===== src/rtl/seg7_scan_driver.sv =====
// Latches a 4-digit hex value and time-multiplexes it onto a common-anode
// 7-segment display; output bus is {an[3:0], seg[6:0]}, both active-low.
module seg7_scan_driver #(
  parameter int SCAN_DIV = 100000,
  parameter int CNT_W    = 17
) (
  input  logic        clk,
  input  logic        rst_n,
  input  logic        load,
  input  logic [15:0] data_in,
  input  logic [3:0]  digit_en,
  input  logic        lz_blank,
  output logic [1:0]  digit_sel,
  output logic [10:0] display_out
);

  logic [CNT_W-1:0] cnt;
  logic             tick;
  logic [15:0]      data_q;
  logic [3:0]       en_q;
  logic [1:0]       nxt_idx;
  logic [3:0]       nib;
  logic             upper_zero;
  logic [6:0]       seg;
  logic             dark;
  logic [10:0]      word_nxt;

  assign tick    = (cnt == CNT_W'(SCAN_DIV - 1));
  assign nxt_idx = digit_sel + 2'd1;

  // Encoding reads the pre-load data_q/en_q, so a load coinciding with a tick
  // only shows up on the following slot.
  always_comb begin
    nib        = '0;
    upper_zero = 1'b0;
    case (nxt_idx)
      2'd0: begin nib = data_q[3:0];   upper_zero = 1'b0;               end
      2'd1: begin nib = data_q[7:4];   upper_zero = ~|data_q[15:4];     end
      2'd2: begin nib = data_q[11:8];  upper_zero = ~|data_q[15:8];     end
      2'd3: begin nib = data_q[15:12]; upper_zero = ~|data_q[15:12];    end
      default: begin nib = '0; upper_zero = 1'b0; end
    endcase
  end

  always_comb begin
    seg = '1;
    case (nib)
      4'h0: seg = 7'b0000001;
      4'h1: seg = 7'b1001111;
      4'h2: seg = 7'b0010010;
      4'h3: seg = 7'b0000110;
      4'h4: seg = 7'b1001100;
      4'h5: seg = 7'b0100100;
      4'h6: seg = 7'b0100000;
      4'h7: seg = 7'b0001111;
      4'h8: seg = 7'b0000000;
      4'h9: seg = 7'b0000100;
      4'hA: seg = 7'b0001000;
      4'hB: seg = 7'b1100000;
      4'hC: seg = 7'b0110001;
      4'hD: seg = 7'b1000010;
      4'hE: seg = 7'b0110000;
      4'hF: seg = 7'b0111000;
      default: seg = '1;
    endcase
  end

  always_comb begin
    dark     = ~en_q[nxt_idx] | (lz_blank & upper_zero);
    word_nxt = dark ? '1 : {~(4'b0001 << nxt_idx), seg};
  end

  always_ff @(posedge clk or negedge rst_n) begin
    if (!rst_n) begin
      cnt <= '0;
    end else if (tick) begin
      cnt <= '0;
    end else begin
      cnt <= cnt + CNT_W'(1);
    end
  end

  always_ff @(posedge clk or negedge rst_n) begin
    if (!rst_n) begin
      data_q <= '0;
      en_q   <= '0;
    end else if (load) begin
      data_q <= data_in;
      en_q   <= digit_en;
    end
  end

  always_ff @(posedge clk or negedge rst_n) begin
    if (!rst_n) begin
      digit_sel   <= 2'd3;
      display_out <= '1;
    end else if (tick) begin
      digit_sel   <= nxt_idx;
      display_out <= word_nxt;
    end
  end

endmodule


===== config.mk =====
export PLATFORM = sky130hd
export DESIGN_NAME = seg7_scan_driver
export DESIGN_NICKNAME = d
export VERILOG_FILES = /design/src/rtl/seg7_scan_driver.sv
export SDC_FILE = /design/constraint.sdc
export NUM_CORES = 1
export LEC_CHECK = 0
export CAP_MARGIN = 40
export CORE_UTILIZATION = 35
export DETAILED_ROUTE_END_ITERATION = 16
export GPL_TIMING_DRIVEN = 1
export PLACE_DENSITY = 0.66
export SKIP_LAST_GASP = 1
export SYNTH_ARGS = -nofsm -noshare
export SYNTH_HDL_FRONTEND = slang
export SYNTH_SLANG_ARGS = --single-unit

===== constraint.sdc =====
create_clock -name clk -period 4.89 [get_ports clk]
set_input_delay 0.7335 -clock clk [delete_from_list [all_inputs] [get_ports clk]]
set_output_delay 0.7335 -clock clk [all_outputs]
set_load 0.03 [all_outputs]

==> flow_summary.ini, run 1 <==
[timing]
fin_tns_setup_ps = 0
tightestPinTransition_ps = 773
setup_viol_count_final = 0
unrepaired_setup_endpoints_after_global_routing = false
finalHoldWorstSlack_ps = 494
final.setup_skew_ps = 5.87
timing.max_slew.rel_slack_pct = 47.4
finalCritPeriodShare_pct = 53.5
postLayoutSetupSlackWorst_ps = 2270
finalCriticalPeriod_ps = 2620
fmax_mhz = 382
final_hold_viol_count = 0
drv_slew = 0

[power]
share_seq_of_total_power_pct = 49.5
power_density_nw_per_um2 = 284
power.internal_mw = 0.700
clock_power_share_pct = 39.6
total_switching_power_mw = 0.193
pwr-share-comb_pct = 10.9
irDropWorstVdd_mv = 0.135
power.switching_fraction_pct = 21.6
leakage_power_figure_nw = 1.32

[layout]
areaGrowthSynthToFinish_pct = 23.8
finish.cell_count_without_fillers = 358
final_nets = 297
layout-drive-gt1-share_pct = 20.6
antenna_cells_inserted = 0
final_cell_area_um2 = 3150
fillers = 668

[route]
drt-pass1-iter-count = 4
num_vias = 1717
detail_route.wl_per_cell_um = 13.8
vias_per_cell = 4.80
remaining_drc_errors = 0
routed_wl_um = 4920
drt_iter0_markers = 90
drtAntennaViolNets = 0

[yosys]
synthDominantCellAreaShare_pct = 36.4
synth_edf_count = 0
number_of_distinct_library_cells_after_synthesis = 37
synth_commonest_cells = 37 x sky130_fd_sc_hd__dfrtp_1, 25 x sky130_fd_sc_hd__nor2_1, 20 x sky130_fd_sc_hd__mux2_2
post_synth.cell_area_avg_um2 = 11.4
asyncSetResetFlopFracSynth_pct = 100
yosysSeqAreaShare_pct = 49.9
yosys_warnings = 0
gate_count_after_technology_mapping = 222
synth-seq-cells = 50
synth.area.top_cells = sky130_fd_sc_hd__dfrtp_1 36%, sky130_fd_sc_hd__dfstp_2 13%, sky130_fd_sc_hd__mux2_2 8.9%, sky130_fd_sc_hd__ha_1 5.9%, sky130_fd_sc_hd__nor2_1 3.7%
synthMostInstantiatedCell = sky130_fd_sc_hd__dfrtp_1
ys_dominant_reg_cell = sky130_fd_sc_hd__dfrtp_1
synth_largest_area_cell = sky130_fd_sc_hd__dfrtp_1
syn_nets = 258
synthesis.area_um2 = 2540

[critical_path]
reg2reg_from = digit_sel[0]
critical_path_buf_inv_count = 2
max_stage_delay_ps = 600
crit_path_max_fanout = 6
crit_path_cell_chain = inv_1 -> ha_1 -> a222oi_1 -> mux2i_1 -> inv_1 -> ha_1 -> mux2i_1 -> mux2_2 -> a21oi_1
arrival_time_of_the_worst_setup_path_ps = 2850
end_kind = flip-flop
timing.critical_path.required_ps = 5130
start_kind = flip-flop
reg2reg_depth = 9
timing.critical_path.max_delay_family = multiplexers
reg2reg_setup_slack_ps = 2270
cp_slowest_cell = sky130_fd_sc_hd__dfstp_2
reg_to_reg_end = display_out[3]
path_class = flip-flop to flip-flop

[clocking]
cts_root_buf = sky130_fd_sc_hd__clkbuf_8
cts_sinks = 50
cts_hold_buffers = 0
cts_made_buffers = 5
cts_tree = yes
worstSkewPairLatency_ps = 300
longest_clk_path_bufs = 2
h_tree_level_count = 2
clkTransAtPathRegs_ps = 90
cts_post_setup_buffers_inserted = 0
cts.repair.resized = 0

[floorplanning]
placeableCoreArea_um2 = 6910
io_count = 37
die_span_y_um = 87.2
floorplan.die_area_um2 = 7610
die-width_um = 87.2
initial_utilization_pct = 36.8
std_cell_rows = 30

[grt]
grtUsageTotal_pct = 14.8
initial_antenna_violation_count = 0
grt_max_degree = 51
global_route_wire_length_before_repair_um = 8670
vias_in_the_first_global_route = 1849
global_route.overflow_total = 0

[placement]
place.gp.congestion = 0.805
detailed_place_hpwl_um = 3630
dp_worst_setup_slack_ps = 2310
buffer_ports.inserted = 36
placedCellCount = 350
dpl_cell_area_um2 = 3000

[outcome]
status = finished, final reports clean

[hold_path]
hold_startpoint = cnt[0]
worstHoldEndpoint = cnt[0]
min-delay-path-class = flip-flop to flip-flop
hold-path-cell-count = 1

[flow_run]
max_cap_viol = 0
## worst reg2reg max path, cell delays in order, from the launching register on
cell and delay [ps]:
sky130_fd_sc_hd__dfstp_2 600, sky130_fd_sc_hd__inv_1 110, sky130_fd_sc_hd__ha_1 290, sky130_fd_sc_hd__a222oi_1 340
sky130_fd_sc_hd__mux2i_1 240, sky130_fd_sc_hd__inv_1 180, sky130_fd_sc_hd__ha_1 280, sky130_fd_sc_hd__mux2i_1 90
sky130_fd_sc_hd__mux2_2 280, sky130_fd_sc_hd__a21oi_1 140
## cell type report
cell class              count  area [µm²]  share of cell area, %
flip-flops and latches     50        1270                   40.3
multi-input cells         155        1190                   37.9
inverters                  10        37.5                   1.19
repair buffers             39         385                   12.3
well taps                  96         120                   3.82
clock buffers               6        82.6                   2.63
clock inverters             2        60.1                   1.91
## sequential cells by signal, summed over array words and instances, names as in the netlist
register,cells
data_q,16
display_out,11
digit_sel,2
en_q,4
cnt,17
## power by group through the flow
stage / Sequential (mW) / Combinational [mW] / Clock, mW
6_report: 0.442 / 0.0969 / 0.354
5_1_grt: 0.444 / 0.109 / 0.383
4_1_cts: 0.442 / 0.0988 / 0.367
3_5_place_dp: 0.450 / 0.0976 / 0
3_3_place_gp: 0.449 / 0.0956 / 0
2_1_floorplan: 0.445 / 0.0614 / 0
## metrics by stage
stage	utilization (%)	power (mW)
global placement	43.3	0.545
detailed placement	43.5	0.547
finish	45.5	0.892
global route	45.5	0.935
floorplan	-	0.506
CTS	45.5	0.907
## worst max-delay path by stage
| stage | startpoint | cells after the start | end |
|---|---|---|---|
| after floorplan | digit_sel[0] | 9 | display_out[3] |
| after global placement | digit_sel[0] | 9 | display_out[3] |
| after detailed placement | digit_sel[0] | 9 | display_out[3] |
| after CTS | digit_sel[0] | 9 | display_out[3] |
| after global routing | digit_sel[0] | 9 | display_out[3] |
| final | digit_sel[0] | 9 | display_out[3] |
## cells by family (layout without fill, tap and decap cells)
| kind of cell | after synthesis | after routing | share of synthesized area, % |
|---|---|---|---|
| multiplexers | 30 | 30 | 13.6 |
| adder cells (fa/ha/maj) | 12 | 12 | 5.91 |
| buffers and inverters | 17 | 57 | 3.20 |
| AO/OA/AOI/OAI | 29 | 29 | 8.62 |
| flip-flops | 50 | 50 | 49.9 |
| AND/OR/NAND/NOR | 68 | 68 | 13.3 |
| XOR/XNOR | 16 | 16 | 5.51 |
## cell usage in the layout, fill, tap and decap left out, types with 2 or more instances in the layout
cell / n
sky130_fd_sc_hd__nor4_2: 2
sky130_fd_sc_hd__nand2_1: 14
sky130_fd_sc_hd__ha_1: 12
sky130_fd_sc_hd__xnor2_1: 10
sky130_fd_sc_hd__a222oi_1: 4
sky130_fd_sc_hd__buf_4: 2
sky130_fd_sc_hd__o21ai_0: 6
sky130_fd_sc_hd__dfrtp_1: 37
sky130_fd_sc_hd__dfstp_2: 13
sky130_fd_sc_hd__mux2_2: 20
sky130_fd_sc_hd__nand3_1: 12
sky130_fd_sc_hd__a21oi_1: 11
sky130_fd_sc_hd__mux2i_1: 7
sky130_fd_sc_hd__nor4_1: 3
sky130_fd_sc_hd__nor2_1: 25
sky130_fd_sc_hd__inv_1: 10
sky130_fd_sc_hd__clkdlybuf4s50_1: 35
sky130_fd_sc_hd__mux2i_2: 2
sky130_fd_sc_hd__xor2_1: 6
sky130_fd_sc_hd__bufinv_16: 2
sky130_fd_sc_hd__clkbuf_8: 6
sky130_fd_sc_hd__and3_1: 5
## layer usage
| metal | vias up | share of wire [%] | track usage [%] | wire [µm] |
|---|---|---|---|---|
| met3 | 6 | 4.0 | 3.89 | 199 |
| met5 | - | 0 | 0 | 0 |
| met1 | 823 | 46 | 18.6 | 2280 |
| met2 | 35 | 48 | 24.6 | 2370 |
| li1 | 853 | - | - | - |
| met4 | 0 | 1.5 | 5.51 | 75 |
Power figures use the tool's default switching activity.
==> inputs of run 2 (changes only) <==
- PLACE_DENSITY: 0.66 -> 0.69
- clock period: 4.89 -> 2.4 ns (I/O delays scaled with it)
==> flow_summary.ini, run 2 (synthesized netlist as in run 1, its figures left out) <==
[layout]
final_nets = 311
max_flop_register = cnt
areaGrowthSynthToFinish_pct = 30.1
fillers = 663
final_cell_area_um2 = 3310
reg.largest.list = cnt x17, data_q x16, display_out x11
antenna_cells_inserted = 0
layout-drive-gt1-share_pct = 29.7
finish.cell_count_without_fillers = 372
leading_cell_type_in_the_layout_fill_and_taps_excluded = sky130_fd_sc_hd__dfrtp_1
largest_register_ff_count = 17
mostFrequentLayoutCells = 37 x sky130_fd_sc_hd__dfrtp_1, 35 x sky130_fd_sc_hd__clkdlybuf4s50_1, 25 x sky130_fd_sc_hd__nor2_1
final-seq-area_um2 = 1270
multi_input_area_um2 = 1290

[outcome]
status = finished, final reports clean

[clocking]
cts_made_buffers = 5
worstSkewPairLatency_ps = 310
clkTransAtPathRegs_ps = 100
longest_clk_path_bufs = 2
h_tree_level_count = 2
cts_root_buf = sky130_fd_sc_hd__clkbuf_8
cts_tree = yes
cts_sinks = 50

[route]
routed_wl_um = 5260
detail_route.wl_per_cell_um = 14.1
num_vias = 1818
drt_iter0_markers = 90
vias_per_cell = 4.89
remaining_drc_errors = 0
drt-pass1-iter-count = 4
drtAntennaViolNets = 0

[placement]
place.gp.congestion = 0.796
dpl_cell_area_um2 = 3040
dp_worst_setup_slack_ps = -17.6
detailed_place_hpwl_um = 3690
buffer_ports.inserted = 36
placedCellCount = 356

[timing]
postLayoutSetupSlackWorst_ps = 101
unrepaired_setup_endpoints_after_global_routing = true
finalCritPeriodShare_pct = 95.8
timing.max_slew.rel_slack_pct = 58.1
tightestPinTransition_ps = 629
drv_slew = 0
finalHoldWorstSlack_ps = 143
final_hold_viol_count = 0
fmax_mhz = 435
fin_tns_setup_ps = 0
finalCriticalPeriod_ps = 2300
setup_viol_count_final = 0
final.setup_skew_ps = 12.4

[power]
power.switching_fraction_pct = 24.2
clock_power_share_pct = 34.6
leakage_power_figure_nw = 1.36
power.internal_mw = 1.31
share_seq_of_total_power_pct = 52.0
pwr-share-comb_pct = 13.4
irDropWorstVdd_mv = 0.227
total_switching_power_mw = 0.420
power_density_nw_per_um2 = 524

[floorplanning]
placeableCoreArea_um2 = 6910
io_count = 37
die_span_y_um = 87.2
initial_utilization_pct = 36.8
floorplan.die_area_um2 = 7610
std_cell_rows = 30
die-width_um = 87.2

[grt]
initial_antenna_violation_count = 0
global_route.overflow_total = 0
grt_max_degree = 51
global_route_wire_length_before_repair_um = 8850
vias_in_the_first_global_route = 1870
grtUsageTotal_pct = 15.2

[critical_path]
start_kind = flip-flop
end_kind = flip-flop
cp_slowest_cell = sky130_fd_sc_hd__dfstp_2
reg_to_reg_end = display_out[2]
reg2reg_depth = 8
path_class = flip-flop to flip-flop
path_common_cell = sky130_fd_sc_hd__ha_4
max_stage_delay_ps = 600
reg2reg_from = digit_sel[1]
timing.critical_path.max_delay_family = compound AO/OA/AOI/OAI gates
crit_path_cell_chain = inv_4 -> ha_4 -> a222oi_1 -> mux2i_2 -> ha_4 -> or3_1 -> o211ai_1 -> o21a_1
arrival_time_of_the_worst_setup_path_ps = 2550
critical_path_buf_inv_count = 1
timing.critical_path.required_ps = 2650
reg2reg_setup_slack_ps = 100
crit_path_max_fanout = 6

[flow_run]
max_cap_viol = 0

[hold_path]
min-delay-path-class = input pin to async pin
[run 2: cell count changes in the layout (fill, tap and decap cells not counted), sizes merged]
| cell | previous run | this run |
|---|---|---|
| buf | 4 | 17 |
| mux2i | 9 | 10 |
| clkinvlp | 0 | 1 |
| bufinv | 2 | 1 |
[run 2: layout make-up]
cell class,count,share of cell area (%)
Clock inverter,2,1.14
Multi-Input combinational cell,156,39.1
Timing Repair Buffer,52,14.4
Clock buffer,6,2.20
Tap cell,96,3.63
Inverter,10,1.21
Sequential cell,50,38.3
[run 2: stage by stage]
step / power [mW] / util [%]
detailed placement: 1.12 / 44.1
CTS: 1.72 / 45.9
global route: 1.81 / 47.9
global placement: 1.11 / 44.1
finish: 1.73 / 47.9
floorplan: 1.03 / -
[run 2: how the worst max path moves through the flow]
stage / start / endpoint / slack [ps] / cells after the start
finish: digit_sel[1] / display_out[2] / 100 / 8
global route: digit_sel[1] / display_out[2] / -10 / 8
CTS: digit_sel[1] / display_out[6] / 1 / 7
detailed placement: digit_sel[1] / display_out[2] / -20 / 8
global placement: digit_sel[1] / display_out[2] / 60 / 8
floorplan: digit_sel[0] / display_out[2] / 7 / 8
[run 2: repair_timing]
item | CTS | global route
buffers inserted | 1 | 6
cloned | 0 | 1
setup endpoints to repair | 5 | 7
pin swaps | 1 | 7
resized for setup | 2 | 18
hold buffers | 0 | 0
[run 2: power groups by stage]
| stage | logic [mW] | clock network (mW) | registers [mW] |
|---|---|---|---|
| 2_1_floorplan | 0.126 | 0 | 0.906 |
| 3_3_place_gp | 0.200 | 0 | 0.915 |
| 3_5_place_dp | 0.203 | 0 | 0.917 |
| 4_1_cts | 0.209 | 0.610 | 0.901 |
| 5_1_grt | 0.258 | 0.646 | 0.907 |
| 6_report | 0.232 | 0.600 | 0.902 |
[run 2: per-layer routing]
metal	up-vias	GRT usage, %	wire length, µm	part of all wire [%]
li1	888	-	-	-
met1	867	19.6	2420	46
met4	0	6.26	155	2.9
met3	16	3.32	218	4.1
met2	47	24.7	2460	47
met5	-	0	0	0
